`src/rtl/regfile_wb_arbiter.sv`:
```
// rtl/regfile_wb_arbiter.sv - writeback arbiter for the 32x32 register file write port
//
// Purpose:
//   Merges ALU results and load-return data into the single register file
//   write port. Each source has a DEPTH-entry FIFO. Loads win arbitration,
//   except when the ALU head has lost MAX_WAIT consecutive times. busy_mask
//   reports registers with a write queued or in the output stage.
//
// Ports:
//   clk, rst                         - clock (rising edge), synchronous active-high reset
//   alu_valid/alu_ready/alu_rd/alu_data - ALU writeback request channel
//   mem_valid/mem_ready/mem_rd/mem_data - load writeback request channel
//   register_write_en/rd_address/register_write_data - registered write port
//   busy_mask                        - per-register pending-write scoreboard
module regfile_wb_arbiter #(
  parameter int DEPTH    = 2,
  parameter int MAX_WAIT = 4
) (
  input  logic        clk,
  input  logic        rst,
  input  logic        alu_valid,
  output logic        alu_ready,
  input  logic [4:0]  alu_rd,
  input  logic [31:0] alu_data,
  input  logic        mem_valid,
  output logic        mem_ready,
  input  logic [4:0]  mem_rd,
  input  logic [31:0] mem_data,
  output logic        register_write_en,
  output logic [4:0]  rd_address,
  output logic [31:0] register_write_data,
  output logic [31:0] busy_mask
);

  localparam int PW = (DEPTH > 1) ? $clog2(DEPTH) : 1;
  localparam logic [PW:0] FULL_CNT = (PW + 1)'(DEPTH);
  localparam logic [2:0]  WAIT_LIM = 3'(MAX_WAIT);

  logic [4:0]  alu_rd_q   [DEPTH];
  logic [31:0] alu_data_q [DEPTH];
  logic [PW-1:0] alu_wp, alu_rp;
  logic [PW:0]   alu_cnt;

  logic [4:0]  mem_rd_q   [DEPTH];
  logic [31:0] mem_data_q [DEPTH];
  logic [PW-1:0] mem_wp, mem_rp;
  logic [PW:0]   mem_cnt;

  logic       out_src_mem;  // which queue owns the output-stage entry
  logic [2:0] wait_cnt;

  logic [31:0] alu_busy, mem_busy;
  logic alu_full, mem_full, alu_head, mem_head;
  logic alu_push, mem_push, sel_alu, sel_mem;

  // Per-queue masks cover the FIFO contents plus the output stage, so a
  // register stays owned by one queue until its write has actually left.
  always_comb begin
    alu_busy = '0;
    mem_busy = '0;
    for (int k = 0; k < DEPTH; k++) begin
      if (k < int'(alu_cnt)) alu_busy[alu_rd_q[alu_rp + PW'(k)]] = 1'b1;
      if (k < int'(mem_cnt)) mem_busy[mem_rd_q[mem_rp + PW'(k)]] = 1'b1;
    end
    if (register_write_en && !out_src_mem) alu_busy[rd_address] = 1'b1;
    if (register_write_en &&  out_src_mem) mem_busy[rd_address] = 1'b1;
  end

  assign busy_mask = (alu_busy | mem_busy) & ~32'h1;

  assign alu_full = (alu_cnt == FULL_CNT);
  assign mem_full = (mem_cnt == FULL_CNT);
  assign alu_head = (alu_cnt != '0);
  assign mem_head = (mem_cnt != '0);

  // Readiness looks only at registered occupancy, so a pop on the same edge
  // never makes room for a push.
  assign mem_ready = !rst && !mem_full && !(alu_busy[mem_rd] && mem_rd != 5'd0);
  // A same-cycle load to the same register takes precedence over the ALU.
  assign alu_ready = !rst && !alu_full && !(mem_busy[alu_rd] && alu_rd != 5'd0)
                     && !(mem_valid && mem_ready && mem_rd == alu_rd && alu_rd != 5'd0);

  // Writes to x0 complete the handshake but are never queued.
  assign alu_push = alu_valid && alu_ready && (alu_rd != 5'd0);
  assign mem_push = mem_valid && mem_ready && (mem_rd != 5'd0);

  assign sel_mem = mem_head && !(alu_head && wait_cnt == WAIT_LIM);
  assign sel_alu = alu_head && !sel_mem;

  always_ff @(posedge clk) begin
    if (rst) begin
      alu_wp              <= '0;
      alu_rp              <= '0;
      alu_cnt             <= '0;
      mem_wp              <= '0;
      mem_rp              <= '0;
      mem_cnt             <= '0;
      out_src_mem         <= 1'b0;
      wait_cnt            <= '0;
      register_write_en   <= 1'b0;
      rd_address          <= '0;
      register_write_data <= '0;
    end else begin
      if (alu_push) begin
        alu_rd_q[alu_wp]   <= alu_rd;
        alu_data_q[alu_wp] <= alu_data;
        alu_wp             <= alu_wp + PW'(1);
      end
      if (mem_push) begin
        mem_rd_q[mem_wp]   <= mem_rd;
        mem_data_q[mem_wp] <= mem_data;
        mem_wp             <= mem_wp + PW'(1);
      end
      if (sel_alu) alu_rp <= alu_rp + PW'(1);
      if (sel_mem) mem_rp <= mem_rp + PW'(1);

      case ({alu_push, sel_alu})
        2'b10:   alu_cnt <= alu_cnt + 1'b1;
        2'b01:   alu_cnt <= alu_cnt - 1'b1;
        default: alu_cnt <= alu_cnt;
      endcase
      case ({mem_push, sel_mem})
        2'b10:   mem_cnt <= mem_cnt + 1'b1;
        2'b01:   mem_cnt <= mem_cnt - 1'b1;
        default: mem_cnt <= mem_cnt;
      endcase

      // Output stage: address/data hold when idle, only the enable drops.
      register_write_en <= sel_alu || sel_mem;
      if (sel_mem) begin
        rd_address          <= mem_rd_q[mem_rp];
        register_write_data <= mem_data_q[mem_rp];
        out_src_mem         <= 1'b1;
      end else if (sel_alu) begin
        rd_address          <= alu_rd_q[alu_rp];
        register_write_data <= alu_data_q[alu_rp];
        out_src_mem         <= 1'b0;
      end

      // Counts consecutive losses of a waiting ALU head, saturating.
      if (sel_alu || !alu_head) wait_cnt <= '0;
      else if (wait_cnt != WAIT_LIM) wait_cnt <= wait_cnt + 3'd1;
    end
  end

endmodule

```
`config.mk`:
```
export PLATFORM = sky130hd
export DESIGN_NAME = regfile_wb_arbiter
export DESIGN_NICKNAME = d
export VERILOG_FILES = /design/src/rtl/regfile_wb_arbiter.sv
export SDC_FILE = /design/constraint.sdc
export NUM_CORES = 1
export LEC_CHECK = 0
export BUFFER_PORTS_ARGS = -buffer_cell sky130_fd_sc_hd__buf_2
export CAP_MARGIN = 10
export CORE_MARGIN = 5
export CORE_UTILIZATION = 40
export DETAILED_ROUTE_END_ITERATION = 12
export GPL_ROUTABILITY_DRIVEN = 0
export GPL_TIMING_DRIVEN = 0
export HOLD_SLACK_MARGIN = 0.1
export PLACE_DENSITY = 0.6
export SLEW_MARGIN = 20
export SYNTH_ARGS = -nofsm -noshare
export SYNTH_HDL_FRONTEND = slang
export SYNTH_SLANG_ARGS = --single-unit
```
`constraint.sdc`:
```
create_clock -name clk -period 9.98 [get_ports clk]
set_clock_uncertainty 0.2 [all_clocks]
set_input_delay 1.996 -clock clk [delete_from_list [all_inputs] [get_ports clk]]
set_output_delay 1.996 -clock clk [all_outputs]
set_load 0.02 [all_outputs]
```
==> summary.txt, run 1 <==
Setup path
  • CP max stage cell: sky130_fd_sc_hd__a211oi_2
  • WP data required: 7.78 ns
  • Kind of critical path: in2out
  • R2R cell count: 14
  • Crit Reg-Reg Startpoint: mem_cnt[1]
  • Crit-path cells: buf_2 -> clkbuf_1 -> nand2b_1 -> clkbuf_2 -> a21oi_1 -> o211ai_1 -> o41ai_1 -> a2111oi_2 -> nor3_1 -> a211oi_2 -> o21ai_0 -> a21boi_0 -> buf_2
  • Critical path's most frequent cell: sky130_fd_sc_hd__buf_2
  • Data arrival, critical path: 4.87 ns
  • Crit path buffers/inverters: 4
  • Gate family responsible for the most delay along the worst path: compound AO/OA/AOI/OAI gates
  • Slowest cell delay on critical path: 0.56 ns
  • Maximum fanout along the worst path: 9
  • Worst Setup Start Kind: input pin
  • Endpoint class of the critical path: output port
  • Terminus of the critical flop-to-flop path: alu_data_q[0][31]
  • Register-to-register setup slack: 5.20 ns

STA
  • Transition time at the pin with the least slew margin: 0.843 ns
  • Final critical path time including I/O delays and setup: 7.06 ns
  • Tcrit/Tclk final: 70.8%
  • Max-slew violation count: 0
  • Max-Slew Margin vs Limit: 43.0%
  • Final Setup Violations: 0
  • Number of failing hold endpoints at the final stage: 0
  • Max Clock Freq: 142 MHz
  • Unrepaired setup endpoints after global routing: false
  • Final TNS setup: 0 ns

GRT
  • Combined global-route utilization of all metal layers: 21.9%
  • First-pass GRT wire length: 52,600 um
  • Most Crowded Layer GR: met2
  • Total congestion overflow after global routing: 0
  • GR met2 Demand/Resource: 33.6%
  • Via count of the first global-routing pass: 8,949
  • Pin count of the biggest net entering global routing: 23
  • Met1 Resource Use GR: 29.6%
  • Antenna violations before repair: 8
  • Met3 Resource Use GR: 6.28%

Routing
  • Average wire per standard cell: 22.9 um
  • ANT nets after route: 0
  • Total Wirelength: 35,200 um
  • Vias after detailed routing: 9,416
  • Ratio of routed vias to standard cells: 6.14
  • DRC marker count from the first detailed-route iteration: 1,263
  • Post-route DRC: 0
  • Number of iterations in the first detailed-routing pass: 5

Status
  • Outcome: completed

Finish
  • Layout overhead on the synthesized area: 17.7%
  • Commonest cells after routing, fill and taps aside: 169 x sky130_fd_sc_hd__buf_2, 148 x sky130_fd_sc_hd__edfxtp_1, 129 x sky130_fd_sc_hd__nor2_1, 89 x sky130_fd_sc_hd__a211oi_1, 77 x sky130_fd_sc_hd__mux2i_1
  • Count of fill cells added during filler insertion: 2,567
  • Number of standard cells in the final layout excluding fillers: 1,534
  • Multi-input gate area in the final layout: 0.00511 sq mm
  • Antenna diode instance count: 0
  • Fraction of final layout cells with drive strength greater than 1: 23.0%
  • Final #Nets: 1,268
  • Storage element area: 0.00549 sq mm
  • Most common library cell in the layout ignoring fill and taps: sky130_fd_sc_hd__buf_2

Placement
  • HPWL after detailed placement: 26,500 um
  • Post-placement cell count: 1,502
  • Number of input and output port buffers inserted: 147

Clock tree
  • Insertion delay to the later sink of the worst-skew pair: 0.44 ns
  • Clock buffer depth: 2
  • Clock Sink Count: 200
  • Number of buffers created by CTS: 17
  • Clock slew at reported path FFs: 0.07 ns
  • Number of buffers inserted by hold repair at cts: 0
  • Post-cts resize count: 0
  • Post-CTS Setup Bufs: 0
  • Number of H-tree levels: 4
  • CTS tree: built
  • Clock root buffer: sky130_fd_sc_hd__clkbuf_16

Pwr
  • Power density normalized to cell area: 244 mW/mm^2
  • Maximum vdd ir drop: 0.129 mV
  • Static power due to leakage: 4.62 nW

Die
  • Chip height: 176 um
  • Initial standard-cell utilization of the core: 40.6%
  • Total I/O pin count: 150
  • Core area: 0.0270 sq mm
  • Floorplan die width: 176 um
  • Standard-cell row count: 60
  • DIE AREA: 0.0309 sq mm

Synthesis
  • Proportion of register bits with asynchronous set or reset after synthesis: 0%
  • Average footprint of a synthesized cell: 10.9 sq um
  • Main synth FF type: sky130_fd_sc_hd__edfxtp_1
  • Syn. warnings: 0
  • Library cells used by synthesis: 86
  • Flops & latches, synth: 200
  • Cell count after synthesis: 1,005
  • Cell area after technology mapping: 0.0110 sq mm
  • Sequential element share of the synthesized area: 49.9%
  • Number of synthesized flops with an enable pin: 148
  • Synth Net Count: 1,093

Min path
  • Path class of the lowest-slack min-delay path: reg2reg
  • Worst hold path depth: 2
  • Start point of the worst hold path: mem_wp
  • Terminating pin of the worst hold path: mem_wp

Job
  • Max-cap viol count: 0
==> registers in the layout, indices dropped and copies added (netlist names), named ones only <==
signal               count
alu_cnt                  2
alu_data_q              64
alu_rd_q                10
alu_rp                   1
alu_wp                   1
mem_cnt                  2
mem_data_q              64
mem_rd_q                10
mem_rp                   1
mem_wp                   1
out_src_mem              1
rd_address               5
register_write_data     32
register_write_en        1
wait_cnt                 3
==> per-layer routing <==
layer	vias up	part of all wire, %
li1	4312	-
met1	4449	42
met2	536	44
met3	103	10
met4	16	3.6
met5	-	0.26
==> per-stage QoR <==
stage	utilization [%]	hold WS [ns]	setup slack (ns)	instance area (sq um)	power (mW)
global placement	44.9	0.260	0.812	12100	2.45
detailed placement	45.6	0.288	3.00	12300	2.47
global route	47.9	0.326	2.75	12900	3.33
CTS	47.9	0.299	2.99	12900	3.17
finish	47.9	0.298	2.92	12900	3.16
floorplan	-	0.250	3.39	11000	2.03
==> final cells by class <==
| type | count | share of cell area [%] |
|---|---|---|
| plain buffers | 74 | 2.58 |
| clock buffers | 18 | 3.32 |
| clock inverters | 14 | 1.36 |
| inverters | 20 | 0.580 |
| multi-input cells | 711 | 39.5 |
| flip-flops and latches | 200 | 42.4 |
| well taps | 341 | 3.30 |
| repair buffers | 156 | 6.93 |
==> worst min-delay path: stages, from the launching register on <==
cell and delay, ns:
sky130_fd_sc_hd__dfxtp_1 0.33, sky130_fd_sc_hd__nand2b_1 0.07, sky130_fd_sc_hd__o21bai_1 0.05
==> Yosys cell counts, types with 12 or more instances <==
| cell type | instances | area share (%) |
|---|---|---|
| sky130_fd_sc_hd__buf_2 | 22 | 1.0 |
| sky130_fd_sc_hd__mux2i_1 | 77 | 7.0 |
| sky130_fd_sc_hd__inv_1 | 20 | 0.68 |
| sky130_fd_sc_hd__a21oi_1 | 15 | 0.68 |
| sky130_fd_sc_hd__o211ai_1 | 12 | 0.82 |
| sky130_fd_sc_hd__a211oi_1 | 89 | 6.1 |
| sky130_fd_sc_hd__o221ai_1 | 18 | 1.4 |
| sky130_fd_sc_hd__nand2_1 | 39 | 1.3 |
| sky130_fd_sc_hd__clkbuf_1 | 39 | 1.3 |
| sky130_fd_sc_hd__dfxtp_1 | 52 | 9.5 |
| sky130_fd_sc_hd__nor3_1 | 19 | 0.87 |
| sky130_fd_sc_hd__o22ai_1 | 44 | 2.5 |
| sky130_fd_sc_hd__nor2_1 | 131 | 4.5 |
| sky130_fd_sc_hd__edfxtp_1 | 148 | 40 |
| sky130_fd_sc_hd__nor2b_1 | 14 | 0.80 |
==> logic make-up after synthesis <==
family | count (synthesis) | synth area share [%]
muxes | 83 | 7.76
and+or+nand+nor | 350 | 19.0
AOI/OAI and AO/OA | 256 | 17.6
DFF | 200 | 49.9
buffers and inverters | 94 | 3.72
other | 1 | 0.0341
xor gates and xnor gates | 11 | 0.877
adders and majority gates | 10 | 1.14
==> power by group <==
| group | switching (mW) | internal, mW |
|---|---|---|
| registers | 0.102 | 1.03 |
| clock network | 0.351 | 0.343 |
| logic | 0.867 | 0.465 |
| total | 1.32 | 1.84 |
==> how the worst max path moves through the flow <==
stage	from	end	slack, ns	cells after the start
3_5_place_dp	mem_rd[0]	alu_ready	3.00	13
3_3_place_gp	mem_rd[1]	mem_data_q[0][18]	0.81	8
2_1_floorplan	mem_rd[1]	mem_data_q[0][0]	3.39	7
5_1_grt	mem_rd[0]	alu_ready	2.75	13
6_report	mem_rd[0]	alu_ready	2.92	13
4_1_cts	mem_rd[0]	alu_ready	2.99	13
(Power assumes the default switching activity.)
==> inputs of run 2 (changes only) <==
--- a/config.mk
+++ b/config.mk
@@ -13,7 +13,7 @@
 export GPL_ROUTABILITY_DRIVEN = 0
 export GPL_TIMING_DRIVEN = 0
 export HOLD_SLACK_MARGIN = 0.1
-export PLACE_DENSITY = 0.6
+export PLACE_DENSITY = 0.62
 export SLEW_MARGIN = 20
 export SYNTH_ARGS = -nofsm -noshare
 export SYNTH_HDL_FRONTEND = slang
==> constraint.sdc (replaced) <==
create_clock -name clk -period 6.4 [get_ports clk]
set_clock_uncertainty 0.2 [all_clocks]
set_input_delay 1.28 -clock clk [delete_from_list [all_inputs] [get_ports clk]]
set_output_delay 1.28 -clock clk [all_outputs]
set_load 0.02 [all_outputs]
==> summary.txt, run 2 (synthesis gave the netlist of run 1 again) <==
Clock tree
  • Clock Sink Count: 200 (unchanged)
  • Clock buffer depth: 2 (unchanged)
  • Number of buffers inserted by hold repair at cts: 0 (unchanged)
  • Post-CTS Setup Bufs: 0 (unchanged)
  • CTS tree: built
  • Number of buffers created by CTS: 17 (unchanged)
  • Clock root buffer: sky130_fd_sc_hd__clkbuf_16
  • Post-cts resize count: 0 (unchanged)
  • Clock slew at reported path FFs: 0.07 ns (about the same)
  • Insertion delay to the later sink of the worst-skew pair: 0.45 ns (about the same)
  • Number of H-tree levels: 4 (unchanged)

GRT
  • Total congestion overflow after global routing: 0 (unchanged)
  • Pin count of the biggest net entering global routing: 22 (-4.3%)
  • Via count of the first global-routing pass: 9,010 (+0.68%)
  • Antenna violations before repair: 7 (-1)
  • Combined global-route utilization of all metal layers: 21.9% (about the same)
  • First-pass GRT wire length: 52,400 um (-0.50%)

Setup path
  • Worst Setup Start Kind: input pin
  • Slowest cell delay on critical path: 0.55 ns (about the same)
  • Endpoint class of the critical path: output port
  • Register-to-register setup slack: 1.63 ns (-3.57 ns)
  • R2R cell count: 14 (unchanged)
  • Crit-path cells: buf_2 -> clkbuf_1 -> nand2b_1 -> clkbuf_2 -> a21oi_1 -> o211ai_1 -> o41ai_1 -> a2111oi_2 -> nor3_1 -> a211oi_2 -> o21ai_0 -> a21boi_0 -> buf_2
  • CP max stage cell: sky130_fd_sc_hd__a211oi_2
  • Critical path's most frequent cell: sky130_fd_sc_hd__buf_2
  • Kind of critical path: in2out
  • Maximum fanout along the worst path: 9 (unchanged)
  • Data arrival, critical path: 4.13 ns (-0.74 ns)
  • WP data required: 4.92 ns (-2.86 ns)

Placement
  • Post-placement cell count: 1,503 (+0.067%)
  • Number of input and output port buffers inserted: 147 (unchanged)
  • Worst slack, placed: 0.877 ns (-2.12 ns)
  • HPWL after detailed placement: 26,500 um (about the same)

Finish
  • Final #Nets: 1,269 (+0.079%)
  • Layout overhead on the synthesized area: 18.0%
  • Number of standard cells in the final layout excluding fillers: 1,536 (+0.13%)
  • Commonest cells after routing, fill and taps aside: 169 x sky130_fd_sc_hd__buf_2, 148 x sky130_fd_sc_hd__edfxtp_1, 129 x sky130_fd_sc_hd__nor2_1, 89 x sky130_fd_sc_hd__a211oi_1, 77 x sky130_fd_sc_hd__mux2i_1
  • Core utilization of the finished layout: 48.0% (+0.11 points)
  • Fraction of final layout cells with drive strength greater than 1: 23.1% (+0.15 points)
  • Largest registers ranked by flip-flop count: alu_data_q: 64 flops, mem_data_q: 64 flops, register_write_data: 32 flops
  • Most common library cell in the layout ignoring fill and taps: sky130_fd_sc_hd__buf_2

Pwr
  • Total net switching power: 2.05 mW (+55%)
  • Static power due to leakage: 4.63 nW (+0.32%)
  • Maximum vdd ir drop: 0.248 mV (+93%)
  • Share of power burned in combinational logic: 41.8% (-0.4 points)
  • Switching portion of total power: 41.4% (-0.39 points)
  • Clk network pwr share: 22.5% (+0.5 points)
  • Power density normalized to cell area: 382 mW/mm^2 (+56%)
  • Internal Power: 2.90 mW (+58%)
  • Register share of total power: 35.6% (-0.2 points)

Routing
  • Number of iterations in the first detailed-routing pass: 5 (unchanged)
  • Total Wirelength: 35,000 um (-0.51%)
  • Post-route DRC: 0 (unchanged)
  • ANT nets after route: 0 (unchanged)
  • Average wire per standard cell: 22.8 um (-0.64%)
  • Ratio of routed vias to standard cells: 6.18 (+0.63%)
  • Vias after detailed routing: 9,488 (+0.76%)
  • DRC marker count from the first detailed-route iteration: 1,140 (-9.7%)

STA
  • Tcrit/Tclk final: 87.7%
  • Max-slew violation count: 0 (unchanged)
  • Final worst-path setup slack: 0.785 ns (-2.13 ns)
  • Final Setup Violations: 0 (unchanged)
  • Number of failing hold endpoints at the final stage: 0 (unchanged)
  • Transition time at the pin with the least slew margin: 0.822 ns (-0.0209 ns)
  • Max Clock Freq: 178 MHz
  • Final worst hold slack: 0.301 ns (+0.00296 ns)
  • Max-Slew Margin vs Limit: 44.9% (+1.9 points)
  • Unrepaired setup endpoints after global routing: false
  • Final critical path time including I/O delays and setup: 5.61 ns

Job
  • Max-cap viol count: 0 (unchanged)

Min path
  • Path class of the lowest-slack min-delay path: reg2reg
  • Worst hold path depth: 2 (unchanged)

Die
  • Chip height: 176 um (unchanged)
  • Total I/O pin count: 150 (unchanged)
  • Core area: 0.0270 sq mm (unchanged)
  • Floorplan die width: 176 um (unchanged)
  • DIE AREA: 0.0309 sq mm (unchanged)
  • Standard-cell row count: 60 (unchanged)
  • Initial standard-cell utilization of the core: 40.6% (unchanged)

Status
  • Outcome: completed
-- run 2: cell types whose count changed in the layout (fill, tap and decap cells not counted) --
cell                        previous run  this run
sky130_fd_sc_hd__inv_6                 1         3
sky130_fd_sc_hd__diode_2               0         1
sky130_fd_sc_hd__inv_12                2         1
sky130_fd_sc_hd__bufinv_16             0         1
sky130_fd_sc_hd__inv_8                 4         3
sky130_fd_sc_hd__buf_6                 2         3
sky130_fd_sc_hd__clkbuf_1             40        39
-- run 2: power groups by stage --
stage	Sequential [mW]	Clock [mW]	Combinational, mW
detailed placement	1.79	0	2.06
global placement	1.79	0	2.02
finish	1.76	1.12	2.07
CTS	1.76	1.14	2.07
floorplan	1.89	0	1.27
global route	1.79	1.20	2.24
-- run 2: final timing paths --
path	to	startpoint
max	alu_ready	mem_rd[0]
min reg2reg	mem_wp	mem_wp
min	mem_wp	mem_wp
max reg2reg	alu_data_q[0][26]	mem_cnt[1]
-- run 2: area by class of cell --
class,instances,area [sq um]
Inverter,20,75.1
Tap cell,341,427
Fill cell,2502,14100
Timing Repair Buffer,157,907
Sequential cell,200,5490
Antenna cell,1,2.50
Multi-Input combinational cell,711,5110
Buffer,74,334
Clock buffer,17,425
Clock inverter,15,196
-- run 2: layer usage --
layer  global-route usage, %  vias to the layer above  share of wire, %
met2                    34.0                      575                45
met4                    8.74                       14               4.2
met1                    29.2                     4465                40
li1                        -                     4312                 -
met3                    5.90                      122                11
met5                       0                        -              0.18
-- run 2: metrics by stage --
stage	cell area, sq um	setup TNS, ns	total power [mW]
finish	13000	0	4.95
global route	13000	0	5.22
CTS	13000	0	4.97
detailed placement	12300	0	3.85
global placement	12100	-144.30	3.81
floorplan	11000	0	3.16
-- run 2: worst max-delay path, delay by kind of cell --
kind                   cells  cell delay, ns
AOI/OAI and AO/OA          7            1.60
buffers and inverters      4            0.96
and+or+nand+nor            2            0.29
==> inputs of run 3 (changes only) <==
--- a/config.mk
+++ b/config.mk
@@ -7,13 +7,16 @@
 export LEC_CHECK = 0
 export BUFFER_PORTS_ARGS = -buffer_cell sky130_fd_sc_hd__buf_2
 export CAP_MARGIN = 10
+export CELL_PAD_IN_SITES_DETAIL_PLACEMENT = 0
+export CELL_PAD_IN_SITES_GLOBAL_PLACEMENT = 1
 export CORE_MARGIN = 5
 export CORE_UTILIZATION = 40
+export CTS_CLUSTER_DIAMETER = 120
 export DETAILED_ROUTE_END_ITERATION = 12
 export GPL_ROUTABILITY_DRIVEN = 0
 export GPL_TIMING_DRIVEN = 0
 export HOLD_SLACK_MARGIN = 0.1
-export PLACE_DENSITY = 0.62
+export PLACE_DENSITY = 0.75
 export SLEW_MARGIN = 20
 export SYNTH_ARGS = -nofsm -noshare
 export SYNTH_HDL_FRONTEND = slang
==> summary.txt, run 3 (synthesis gave the netlist of run 1 again) <==
STA
  • Number of failing hold endpoints at the final stage: 0 (unchanged)
  • Max Clock Freq: 175 MHz (-1.5%)
  • Tcrit/Tclk final: 89.0% (+1.3 points)
  • Transition time at the pin with the least slew margin: 0.803 ns (-0.0188 ns)
  • Final Setup Violations: 0 (unchanged)
  • Max-slew violation count: 0 (unchanged)
  • Final critical path time including I/O delays and setup: 5.70 ns (+0.0838 ns)
  • Unrepaired setup endpoints after global routing: false
  • Max-Slew Margin vs Limit: 46.4% (+1.6 points)
  • Final worst-path setup slack: 0.702 ns (-0.0838 ns)

Setup path
  • Kind of critical path: in2out
  • Worst Setup Start Kind: input pin
  • Register-to-register setup slack: 1.64 ns (about the same)
  • Terminus of the critical flop-to-flop path: alu_data_q[1][13]
  • R2R cell count: 13 (-1)
  • Crit Reg-Reg Startpoint: alu_cnt[0]
  • Data arrival, critical path: 4.22 ns (+0.09 ns)
  • Maximum fanout along the worst path: 9 (unchanged)
  • WP data required: 4.92 ns (about the same)
  • Endpoint class of the critical path: output port

GRT
  • Total congestion overflow after global routing: 0 (unchanged)
  • Antenna violations before repair: 7 (unchanged)
  • Combined global-route utilization of all metal layers: 22.3% (+0.33 points)
  • First-pass GRT wire length: 53,200 um (+1.6%)
  • Via count of the first global-routing pass: 8,951 (-0.65%)
  • Pin count of the biggest net entering global routing: 26 (+18%)

Placement
  • Number of input and output port buffers inserted: 147 (unchanged)
  • Worst slack, placed: 0.793 ns (-0.0847 ns)
  • Area after detailed placement: 0.0123 sq mm (-0.26%)
  • HPWL after detailed placement: 27,300 um (+3.0%)

Pwr
  • Maximum vdd ir drop: 0.250 mV (+0.73%)
  • Power density normalized to cell area: 384 mW/mm^2 (+0.55%)
  • Static power due to leakage: 4.64 nW (+0.19%)

Finish
  • Final #Nets: 1,268 (-0.079%)
  • Count of fill cells added during filler insertion: 2,502 (unchanged)
  • Most common library cell in the layout ignoring fill and taps: sky130_fd_sc_hd__buf_2
  • Commonest cells after routing, fill and taps aside: 169 x sky130_fd_sc_hd__buf_2, 148 x sky130_fd_sc_hd__edfxtp_1, 129 x sky130_fd_sc_hd__nor2_1, 89 x sky130_fd_sc_hd__a211oi_1, 77 x sky130_fd_sc_hd__mux2i_1
  • Largest registers ranked by flip-flop count: alu_data_q: 64 flops, mem_data_q: 64 flops, register_write_data: 32 flops
  • Multi-input gate area in the final layout: 0.00511 sq mm (unchanged)
  • Fraction of final layout cells with drive strength greater than 1: 23.1% (-0.064 points)
  • Layout overhead on the synthesized area: 18.1%
  • Total non-filler cell area in the finished layout: 0.0130 sq mm (+0.11%)
  • Storage element area: 0.00549 sq mm (unchanged)

Status
  • Outcome: completed

Routing
  • Average wire per standard cell: 23.2 um (+1.6%)
  • Ratio of routed vias to standard cells: 6.10 (-1.3%)
  • Total Wirelength: 35,600 um (+1.6%)
  • Post-route DRC: 0 (unchanged)
  • DRC marker count from the first detailed-route iteration: 967 (-15%)
  • Number of iterations in the first detailed-routing pass: 6 (+1)
  • ANT nets after route: 0 (unchanged)
  • Vias after detailed routing: 9,367 (-1.3%)

Min path
  • Start point of the worst hold path: mem_wp
  • Path class of the lowest-slack min-delay path: reg2reg
  • Worst hold path depth: 2 (unchanged)
  • Terminating pin of the worst hold path: mem_wp

Die
  • Initial standard-cell utilization of the core: 40.6% (unchanged)
  • Total I/O pin count: 150 (unchanged)
  • Floorplan die width: 176 um (unchanged)
  • Core area: 0.0270 sq mm (unchanged)
  • DIE AREA: 0.0309 sq mm (unchanged)
  • Standard-cell row count: 60 (unchanged)
  • Chip height: 176 um (unchanged)

Clock tree
  • Post-CTS Setup Bufs: 0 (unchanged)
  • CTS tree: built
  • Number of buffers inserted by hold repair at cts: 0 (unchanged)
  • Number of buffers created by CTS: 17 (unchanged)
  • Clock slew at reported path FFs: 0.08 ns (about the same)
  • Insertion delay to the later sink of the worst-skew pair: 0.44 ns (about the same)
  • Number of H-tree levels: 4 (unchanged)
  • Clock root buffer: sky130_fd_sc_hd__clkbuf_16
  • Clock buffer depth: 2 (unchanged)
  • Clock Sink Count: 200 (unchanged)
  • Post-cts resize count: 0 (unchanged)

Job
  • Max-cap viol count: 0 (unchanged)
run 3: cell types whose count changed in the layout (fill, tap and decap cells not counted), sizes merged:
cell | before | now
inv | 27 | 29
buf | 190 | 189
bufinv | 1 | 0
clkinvlp | 1 | 0
diode | 1 | 2
run 3: through the flow:
| step | TNS [ns] | utilization [%] | power [mW] | cells | hold WS, ns |
|---|---|---|---|---|---|
| finish | 0 | 48.0 | 4.99 | 1536 | 0.301 |
| floorplan | 0 | - | 3.16 | 1005 | 0.250 |
| detailed placement | 0 | 45.5 | 3.84 | 1502 | 0.289 |
| global route | 0 | 48.0 | 5.24 | 1534 | 0.337 |
| CTS | 0 | 48.0 | 5.00 | 1534 | 0.303 |
| global placement | -148.45 | 44.9 | 3.82 | 1493 | 0.262 |
run 3: worst max-delay path by stage:
| stage | startpoint | endpoint | cells past startpoint |
|---|---|---|---|
| floorplan | mem_rd[1] | mem_data_q[0][0] | 7 |
| global placement | mem_rd[1] | mem_data_q[0][29] | 8 |
| detailed placement | mem_rd[0] | alu_ready | 13 |
| CTS | mem_rd[0] | alu_ready | 13 |
| global route | mem_rd[0] | alu_ready | 13 |
| finish | mem_rd[0] | alu_ready | 13 |
run 3: power by group:
group / leakage, nW / total (mW) / switching (mW) / internal [mW]
Combinational: 2.54 / 2.07 / 1.35 / 0.722
Sequential: 1.78 / 1.77 / 0.161 / 1.61
Clock: 0.320 / 1.15 / 0.586 / 0.562
run 3: routing by layer:
layer / global-route usage, % / vias to the layer above / wire length [um]
li1: - / 4311 / -
met1: 30.7 / 4500 / 15300
met2: 34.5 / 442 / 15800
met3: 5.29 / 100 / 3010
met4: 7.67 / 14 / 1340
met5: 0 / - / 78
run 3: critical path, stage by stage:
cell                        delay [ns]
sky130_fd_sc_hd__buf_2            0.14
sky130_fd_sc_hd__clkbuf_1         0.41
sky130_fd_sc_hd__nand2b_1         0.17
sky130_fd_sc_hd__clkbuf_2         0.24
sky130_fd_sc_hd__a21oi_1          0.06
sky130_fd_sc_hd__o211ai_1         0.11
sky130_fd_sc_hd__o41ai_1          0.13
sky130_fd_sc_hd__a2111oi_2        0.36
sky130_fd_sc_hd__nor3_1           0.13
sky130_fd_sc_hd__a211oi_2         0.61
sky130_fd_sc_hd__o21ai_0          0.18
sky130_fd_sc_hd__a21boi_0         0.19
sky130_fd_sc_hd__buf_2            0.19
run 3: area by class of cell:
type | instances | share of cell area, %
antenna | 2 | 0.0386
buffer | 74 | 2.57
clock buffer | 17 | 3.28
clock inverter | 15 | 1.85
inverter | 20 | 0.578
multi-input combinational | 711 | 39.4
sequential | 200 | 42.3
tap | 341 | 3.29
timing repair buffer | 156 | 6.74
